`src/rtl/adder_4bit_pkg.sv`:
```
// rtl/adder_4bit_pkg.sv - shared width, word and registered-result types for adder_4bit
package adder_4bit_pkg;

    localparam int ADD_W = 4;

    typedef logic [ADD_W-1:0] add_word_t;

    typedef struct packed {
        add_word_t sum;
        logic      cout;
    } add_res_t;

endpackage

```
`src/rtl/adder_4bit_if.sv`:
```
// rtl/adder_4bit_if.sv - operand/result bundle for adder_4bit; ovf/ovf_q present under ADDER_4BIT_OVF_EN
interface adder_4bit_if #(
    parameter int WIDTH = adder_4bit_pkg::ADD_W
);
    logic [WIDTH-1:0] A;
    logic [WIDTH-1:0] B;
    logic             Cin;
    logic             in_valid;
    logic [WIDTH-1:0] Sum;
    logic             Cout;
    logic [WIDTH-1:0] sum_q;
    logic             cout_q;
    logic             out_valid;
`ifdef ADDER_4BIT_OVF_EN
    logic             ovf;
    logic             ovf_q;
`endif

    modport master (
        output A, B, Cin, in_valid,
`ifdef ADDER_4BIT_OVF_EN
        input  ovf, ovf_q,
`endif
        input  Sum, Cout, sum_q, cout_q, out_valid
    );

    modport slave (
        input  A, B, Cin, in_valid,
`ifdef ADDER_4BIT_OVF_EN
        output ovf, ovf_q,
`endif
        output Sum, Cout, sum_q, cout_q, out_valid
    );

endinterface

```
`src/rtl/adder_4bit_full_adder.sv`:
```
// rtl/adder_4bit_full_adder.sv - single-bit full adder cell of the ripple chain
module full_adder (
    input  logic i_a,
    input  logic i_b,
    input  logic i_cin,
    output logic o_s,
    output logic o_cout
);

    logic w_p;

    assign w_p    = i_a ^ i_b;
    assign o_s    = w_p ^ i_cin;
    assign o_cout = (i_a & i_b) | (i_cin & w_p);

endmodule

```
`src/rtl/adder_4bit.sv`:
```
// rtl/adder_4bit.sv - ripple-carry adder with combinational result and one registered copy; ADDER_4BIT_OVF_EN adds signed overflow
module adder_4bit
    import adder_4bit_pkg::*;
#(
    parameter int WIDTH = ADD_W
) (
    input  logic           clk,
    input  logic           rst_n,
    adder_4bit_if.slave    bus
);

    logic [WIDTH:0]   w_carry;
    logic [WIDTH-1:0] w_sum;
    add_res_t         r_res;
    logic             r_valid;

    assign w_carry[0] = bus.Cin;

    for (genvar gi = 0; gi < WIDTH; gi++) begin : g_fa
        full_adder u_fa (
            .i_a    (bus.A[gi]),
            .i_b    (bus.B[gi]),
            .i_cin  (w_carry[gi]),
            .o_s    (w_sum[gi]),
            .o_cout (w_carry[gi+1])
        );
    end

    // Combinational outputs never depend on the clocked path.
    assign bus.Sum  = w_sum;
    assign bus.Cout = w_carry[WIDTH];

    always_ff @(posedge clk or negedge rst_n) begin
        if (!rst_n) begin
            r_res   <= '0;
            r_valid <= 1'b0;
        end else begin
            r_valid <= bus.in_valid;
            if (bus.in_valid) begin
                r_res.sum  <= w_sum;
                r_res.cout <= w_carry[WIDTH];
            end
        end
    end

    assign bus.sum_q     = r_res.sum;
    assign bus.cout_q    = r_res.cout;
    assign bus.out_valid = r_valid;

`ifdef ADDER_4BIT_OVF_EN
    logic w_ovf;
    logic r_ovf;

    assign w_ovf = w_carry[WIDTH] ^ w_carry[WIDTH-1];

    always_ff @(posedge clk or negedge rst_n) begin
        if (!rst_n) begin
            r_ovf <= 1'b0;
        end else if (bus.in_valid) begin
            r_ovf <= w_ovf;
        end
    end

    assign bus.ovf   = w_ovf;
    assign bus.ovf_q = r_ovf;
`endif

endmodule

```
`src/flat_wrapper.sv`:
```
// flat-port wrapper written by rule: the top's interface ports become plain ports
module adder_4bit_flat import adder_4bit_pkg::*;
#(
    parameter int WIDTH = ADD_W
)
  (clk, rst_n, bus_A, bus_B, bus_Cin, bus_in_valid, bus_Sum, bus_Cout, bus_sum_q, bus_cout_q, bus_out_valid);
  adder_4bit_if #(.WIDTH(WIDTH)) bus_i ();
  input  logic clk;
  input  logic rst_n;
  input wire logic [$bits(bus_i.A)-1:0] bus_A;
  input wire logic [$bits(bus_i.B)-1:0] bus_B;
  input wire logic [$bits(bus_i.Cin)-1:0] bus_Cin;
  input wire logic [$bits(bus_i.in_valid)-1:0] bus_in_valid;
  output wire logic [$bits(bus_i.Sum)-1:0] bus_Sum;
  output wire logic [$bits(bus_i.Cout)-1:0] bus_Cout;
  output wire logic [$bits(bus_i.sum_q)-1:0] bus_sum_q;
  output wire logic [$bits(bus_i.cout_q)-1:0] bus_cout_q;
  output wire logic [$bits(bus_i.out_valid)-1:0] bus_out_valid;
  assign bus_i.A = bus_A;
  assign bus_i.B = bus_B;
  assign bus_i.Cin = bus_Cin;
  assign bus_i.in_valid = bus_in_valid;
  assign bus_Sum = bus_i.Sum;
  assign bus_Cout = bus_i.Cout;
  assign bus_sum_q = bus_i.sum_q;
  assign bus_cout_q = bus_i.cout_q;
  assign bus_out_valid = bus_i.out_valid;
  adder_4bit #(.WIDTH(WIDTH)) u_core (.clk(clk), .rst_n(rst_n), .bus(bus_i));
endmodule
```
`config.mk`:
```
export PLATFORM = sky130hd
export DESIGN_NAME = adder_4bit_flat
export DESIGN_NICKNAME = d
export VERILOG_FILES = /design/src/rtl/adder_4bit_pkg.sv /design/src/rtl/adder_4bit_if.sv /design/src/rtl/adder_4bit_full_adder.sv /design/src/rtl/adder_4bit.sv /design/src/flat_wrapper.sv
export SDC_FILE = /design/constraint.sdc
export NUM_CORES = 1
export LEC_CHECK = 0
export ABC_AREA = 1
export CAP_MARGIN = 25
export CORE_AREA = 2 2 39 41
export DETAILED_ROUTE_END_ITERATION = 8
export DIE_AREA = 0 0 41 43
export PLACE_DENSITY = 0.65
export SYNTH_ARGS = -nofsm -noshare
export SYNTH_HDL_FRONTEND = slang
export SYNTH_SLANG_ARGS = --single-unit
```
`constraint.sdc`:
```
create_clock -name clk -period 3.3 [get_ports clk]
set_input_delay 0.495 -clock clk [delete_from_list [all_inputs] [get_ports clk]]
set_output_delay 0.495 -clock clk [all_outputs]
set_load 0.02 [all_outputs]
```
==> results of run 1 <==
## registers in the layout, summed over array words and instances (netlist names)
signal,flops
u_core.bus.out_valid,1
u_core.bus.sum_q,4
u_core.bus.cout_q,1
## routing by layer
layer | up-vias | wire length [um]
li1 | 154 | -
met1 | 130 | 219
met2 | 15 | 324
met3 | 4 | 49
met4 | 0 | 32
met5 | - | 0
## cells in the final DEF, fill, tap and decap left out, drive strengths merged
cell	count
dfrtp	6
nand2	15
buf	3
dlymetal6s2s	1
inv	11
clkdlybuf4s50	19
fa	4
clkbuf	3
dlygate4sd2	1
## Yosys cell counts, drive strengths merged
library cell / n
fa: 4
dfrtp: 6
nand2: 15
buf: 4
inv: 11
## area by class of cell
type	count	area, sq um
flip-flops and latches	6	150
clock buffers	3	22.5
repair buffers	24	231
well taps	16	20.0
inverters	11	41.3
multi-input cells	19	136
fillers	155	782
## metrics by stage
step / utilization [%] / setup TNS [ns] / hold WS, ns
CTS: 43.7 / 0 / 0.471
global placement: 42.1 / -0.346 / 0.460
detailed placement: 42.1 / -0.340 / 0.459
floorplan: - / 0 / 0.199
finish: 43.5 / 0 / 0.464
global route: 43.5 / 0 / 0.501
## critical path: cells and delay by family
kind	cells	cell delay (ns)
adders and majority gates	4	1.30
buffers and inverters	6	0.83
## final timing paths
path | startpoint | to | slack, ns | cells past startpoint
max | bus_Cin | bus_Sum[3] | 0.19 | 10
min | u_core.bus.sum_q[0] | u_core.bus.sum_q[0] | 0.46 | 2
max reg2reg | u_core.bus.cout_q | u_core.bus.cout_q | 2.71 | 2
min reg2reg | u_core.bus.sum_q[0] | u_core.bus.sum_q[0] | 0.46 | 2
max in group asynchronous | rst_n | u_core.bus.cout_q | 2.60 | 1
min in group asynchronous | rst_n | u_core.bus.sum_q[1] | 0.49 | 1
## kinds of logic after synthesis
kind of cell	Yosys count	synth area share, %
fa+ha+maj	4	22.4
simple gates	15	15.7
flops	6	42.0
buf+inv	15	19.9
## repair_timing
item,4_1_cts,5_1_grt
endpoints found under the setup margin,2,2
gates resized for setup,3,3
cloned,0,0
pin swaps,0,0
setup buffers,0,0
## power by group
part	internal, mW	switching, mW
logic	0.0566	0.0542
registers	0.0844	0.00501
clock network	0.0410	0.0247
total	0.182	0.0840
==> flow_metrics.env, run 1 <==
export IMPL_status="complete, no violations"
export IMPL_power_density_nw_per_um2=442
export IMPL_ys_seq_area_share_pct=42.0
export IMPL_mappedNetlistArea_sq_um=358
export IMPL_cp_max_fo=2
export IMPL_max_freq_mhz=321
export IMPL_worst_slew_pin_slew_ns=0.263
export IMPL_synth_area_leaders="dfrtp_1 (42%), fa_1 (22%), nand2_1 (16%)"
export IMPL_synth_seq_cells=6
export IMPL_yosys_area_top_type="dfrtp_1"
export IMPL_track_usage_pct=10.5
export IMPL_gp_congestion=0.604
export IMPL_start_util_pct=25.9
export IMPL_pre_cts_slack_ns=-0.266
export IMPL_insertion_delay_ns=0.24
export IMPL_yosysTopAreaCellShare_pct=42.0
export IMPL_core_sq_um=1380
export IMPL_end_kind="primary output"
export IMPL_rsz0062_at_grt="no"
export IMPL_cp_required_ns=2.80
export IMPL_period_share_pct=94.4
export IMPL_ys_warn_count=0
export IMPL_grt_start_max_net_pins=8
export IMPL_cts_tree="built"
export IMPL_hold_violations=0
export IMPL_clkTransAtPathRegs_ns=0.04
export IMPL_drt_iter0_markers=2
export IMPL_fp_row_count=14
export IMPL_clock_sinks=6
export IMPL_place_inst=76
export IMPL_placed_area_sq_um=583
export IMPL_synth_cell_type_count=6
export IMPL_area_growth_pct=68.2
export IMPL_worstPathArrival_ns=2.62
export IMPL_busiest_layer="met2"
export IMPL_vias=303
export IMPL_fin_ws_ns=0.186
export IMPL_port_buffers=22
export IMPL_clockBufferDepth=2
export IMPL_die_h_um=43
export IMPL_crit_slowest_cell="clkdlybuf4s50_1"
export IMPL_die_area_sq_um=1760
export IMPL_drive_gt1_share_pct=11.1
export IMPL_grt_overflow=0
export IMPL_hold_buffers=0
export IMPL_setup_violations=0
export IMPL_ant_nets=0
export IMPL_diodes=0
export IMPL_final_nets=81
export IMPL_vdd_drop_max_uv=168
export IMPL_relSlewSlack_pct=82.4
export IMPL_synth_nets=56
export IMPL_skew_ns=0
export IMPL_drt_first_pass_iters=3
export IMPL_grt_antenna_before_repair=0
export IMPL_viasPerCell=3.84
export IMPL_instances_no_fill=79
export IMPL_grt_first_pass_wirelength_um=1170
export IMPL_crit_type="input pin to primary output"
export IMPL_crit_path_max_incr_delay_ns=0.40
export IMPL_hp_class="flop to flop"
export IMPL_power_leakage_nw=0.322
export IMPL_design_area_sq_um=602
export IMPL_synth_cells=40
export IMPL_dp_hpwl_um=535
export IMPL_wl_um=626
export IMPL_finalCriticalPeriod_ns=3.11
export IMPL_htreeDepth=1
export IMPL_grt_util_met3_pct=0
export IMPL_drv_slew=0
export IMPL_power_mw=0.266
export IMPL_post_route_drc_count=0
export IMPL_crit_chain="clkdlybuf4s50_1 > inv_1 > fa_1 > inv_1 > fa_1 > fa_1 > inv_1 > fa_1 > inv_1 > buf_2"
export IMPL_avgRoutedWirePerCell_um=7.92
export IMPL_ios=23
export IMPL_syn_area_per_cell_sq_um=8.95
export IMPL_max_cap_viol_count=0
export IMPL_grt_pass1_vias=295
export IMPL_cts_root_buf="clkbuf_4"
export IMPL_die_w_um=41
export IMPL_grt_use_met1_pct=11.7
export IMPL_grtUsageMet2_pct=14.7
export IMPL_startpoint_type="input pin"
export IMPL_numCtsBuffers=3
Power figures use the tool's default switching activity.
==> inputs of run 2 (changes only) <==
--- a/config.mk
+++ b/config.mk
@@ -10,7 +10,7 @@
 export CORE_AREA = 2 2 39 41
 export DETAILED_ROUTE_END_ITERATION = 8
 export DIE_AREA = 0 0 41 43
-export PLACE_DENSITY = 0.65
+export PLACE_DENSITY = 0.61
 export SYNTH_ARGS = -nofsm -noshare
 export SYNTH_HDL_FRONTEND = slang
 export SYNTH_SLANG_ARGS = --single-unit
==> flow_metrics.env, run 2 (synthesis gave the netlist of run 1 again) <==
export IMPL_clockBufferDepth=2
export IMPL_vdd_drop_max_uv=132
export IMPL_gp_congestion=0.682
export IMPL_ff2ff_path_depth=2
export IMPL_cp_required_ns=2.80
export IMPL_instances_no_fill=79
export IMPL_clkTransAtPathRegs_ns=0.04
export IMPL_rsz0062_at_grt="no"
export IMPL_drive_gt1_share_pct=11.1
export IMPL_clock_sinks=6
export IMPL_startpoint_type="input pin"
export IMPL_relSlewSlack_pct=82.3
export IMPL_cp_max_fo=2
export IMPL_hold_path_startpoint="u_core.bus.sum_q[1]"
export IMPL_design_area_sq_um=599
export IMPL_fin_ws_ns=0.135
export IMPL_place_inst=76
export IMPL_setup_violations=0
export IMPL_power_leakage_nw=0.313
export IMPL_htreeDepth=1
export IMPL_fin_util_pct=43.3
export IMPL_fin_hold_ws_ns=0.478
export IMPL_reg2reg_from="u_core.bus.sum_q[0]"
export IMPL_power_density_nw_per_um2=448
export IMPL_die_h_um=43
export IMPL_post_route_drc_count=0
export IMPL_placed_area_sq_um=583
export IMPL_grt_first_pass_wirelength_um=1260
export IMPL_port_buffers=22
export IMPL_pre_cts_slack_ns=-0.295
export IMPL_avgRoutedWirePerCell_um=8.73
export IMPL_grt_overflow=0
export IMPL_die_area_sq_um=1760
export IMPL_area_growth_pct=67.5
export IMPL_core_sq_um=1380
export IMPL_fp_row_count=14
export IMPL_finalSetupTns_ns=0
export IMPL_track_usage_pct=11.0
export IMPL_start_util_pct=25.9
export IMPL_insertion_delay_ns=0.24
export IMPL_crit_type="input pin to primary output"
export IMPL_worst_slew_pin_slew_ns=0.265
export IMPL_period_share_pct=95.9
export IMPL_dp_hpwl_um=579
export IMPL_drv_slew=0
export IMPL_grt_antenna_before_repair=0
export IMPL_mostFrequentLayoutCells="clkdlybuf4s50_1 (20), nand2_1 (15), inv_1 (10), dfrtp_1 (6), fa_1 (4)"
export IMPL_grt_start_max_net_pins=8
export IMPL_whs_endpoint="u_core.bus.sum_q[1]"
export IMPL_hold_violations=0
export IMPL_finalCriticalPeriod_ns=3.17
export IMPL_drt_first_pass_iters=2
export IMPL_end_kind="primary output"
export IMPL_numCtsBuffers=3
export IMPL_worstPathArrival_ns=2.67
export IMPL_die_w_um=41
export IMPL_max_freq_mhz=316
export IMPL_rrSetupSlack_ns=2.70
export IMPL_drt_iter0_markers=5
export IMPL_cts_tree="built"
export IMPL_final_common_cell="clkdlybuf4s50_1"
export IMPL_diodes=0
export IMPL_status="complete, no violations"
export IMPL_final_nets=81
export IMPL_ios=23
export IMPL_hp_class="flop to flop"
export IMPL_power_mw=0.269
export IMPL_vias=310
export IMPL_max_cap_viol_count=0
export IMPL_min_path_cells=2
export IMPL_r2r_end="u_core.bus.sum_q[0]"
export IMPL_ant_nets=0
export IMPL_wl_um=690
export IMPL_skew_ns=0
export IMPL_viasPerCell=3.92
export IMPL_cts_root_buf="clkbuf_4"
export IMPL_grt_pass1_vias=317
export IMPL_largest_reg_flops=4
run 2: power by group:
part	internal, mW	total (mW)	switching [mW]
Combinational	0.0573	0.113	0.0555
Sequential	0.0844	0.0900	0.00565
Clock	0.0410	0.0658	0.0248
Total	0.183	0.269	0.0859
run 2: layout make-up:
class	instances	area, sq um
clock buffers	3	22.5
fillers	149	785
inverters	11	41.3
multi-input cells	19	136
flip-flops and latches	6	150
well taps	16	20.0
repair buffers	24	229
run 2: repair_timing:
action,4_1_cts,5_1_grt
endpoints found under the setup margin,2,1
pin swaps,0,0
hold endpoints to repair,0,0
hold buffers,0,0
buffers inserted,0,0
gates cloned,0,0
gates resized for setup,3,1
run 2: worst max path at each step:
stage,start,endpoint,slack (ns),cells after the start
after floorplan,bus_Cin,bus_Sum[3],0.67,9
after global placement,bus_Cin,bus_Sum[3],-0.27,10
after detailed placement,bus_Cin,bus_Sum[3],-0.30,10
after CTS,bus_Cin,bus_Sum[3],0.003,10
after global routing,bus_Cin,bus_Cout,0.04,10
final,bus_Cin,bus_Sum[2],0.13,7
run 2: critical path, stage by stage:
cell,delay (ns)
clkdlybuf4s50_1,0.40
inv_1,0.08
fa_1,0.16
inv_1,0.05
fa_1,0.37
fa_1,0.51
clkdlybuf4s50_1,0.61
run 2: metal layers:
metal  up-vias  wire [um]  track usage (%)
li1        151          -                -
met1       146        286             12.8
met2        13        350             15.9
met3         0         52             5.24
met4         0          0             6.00
met5         -          0                0
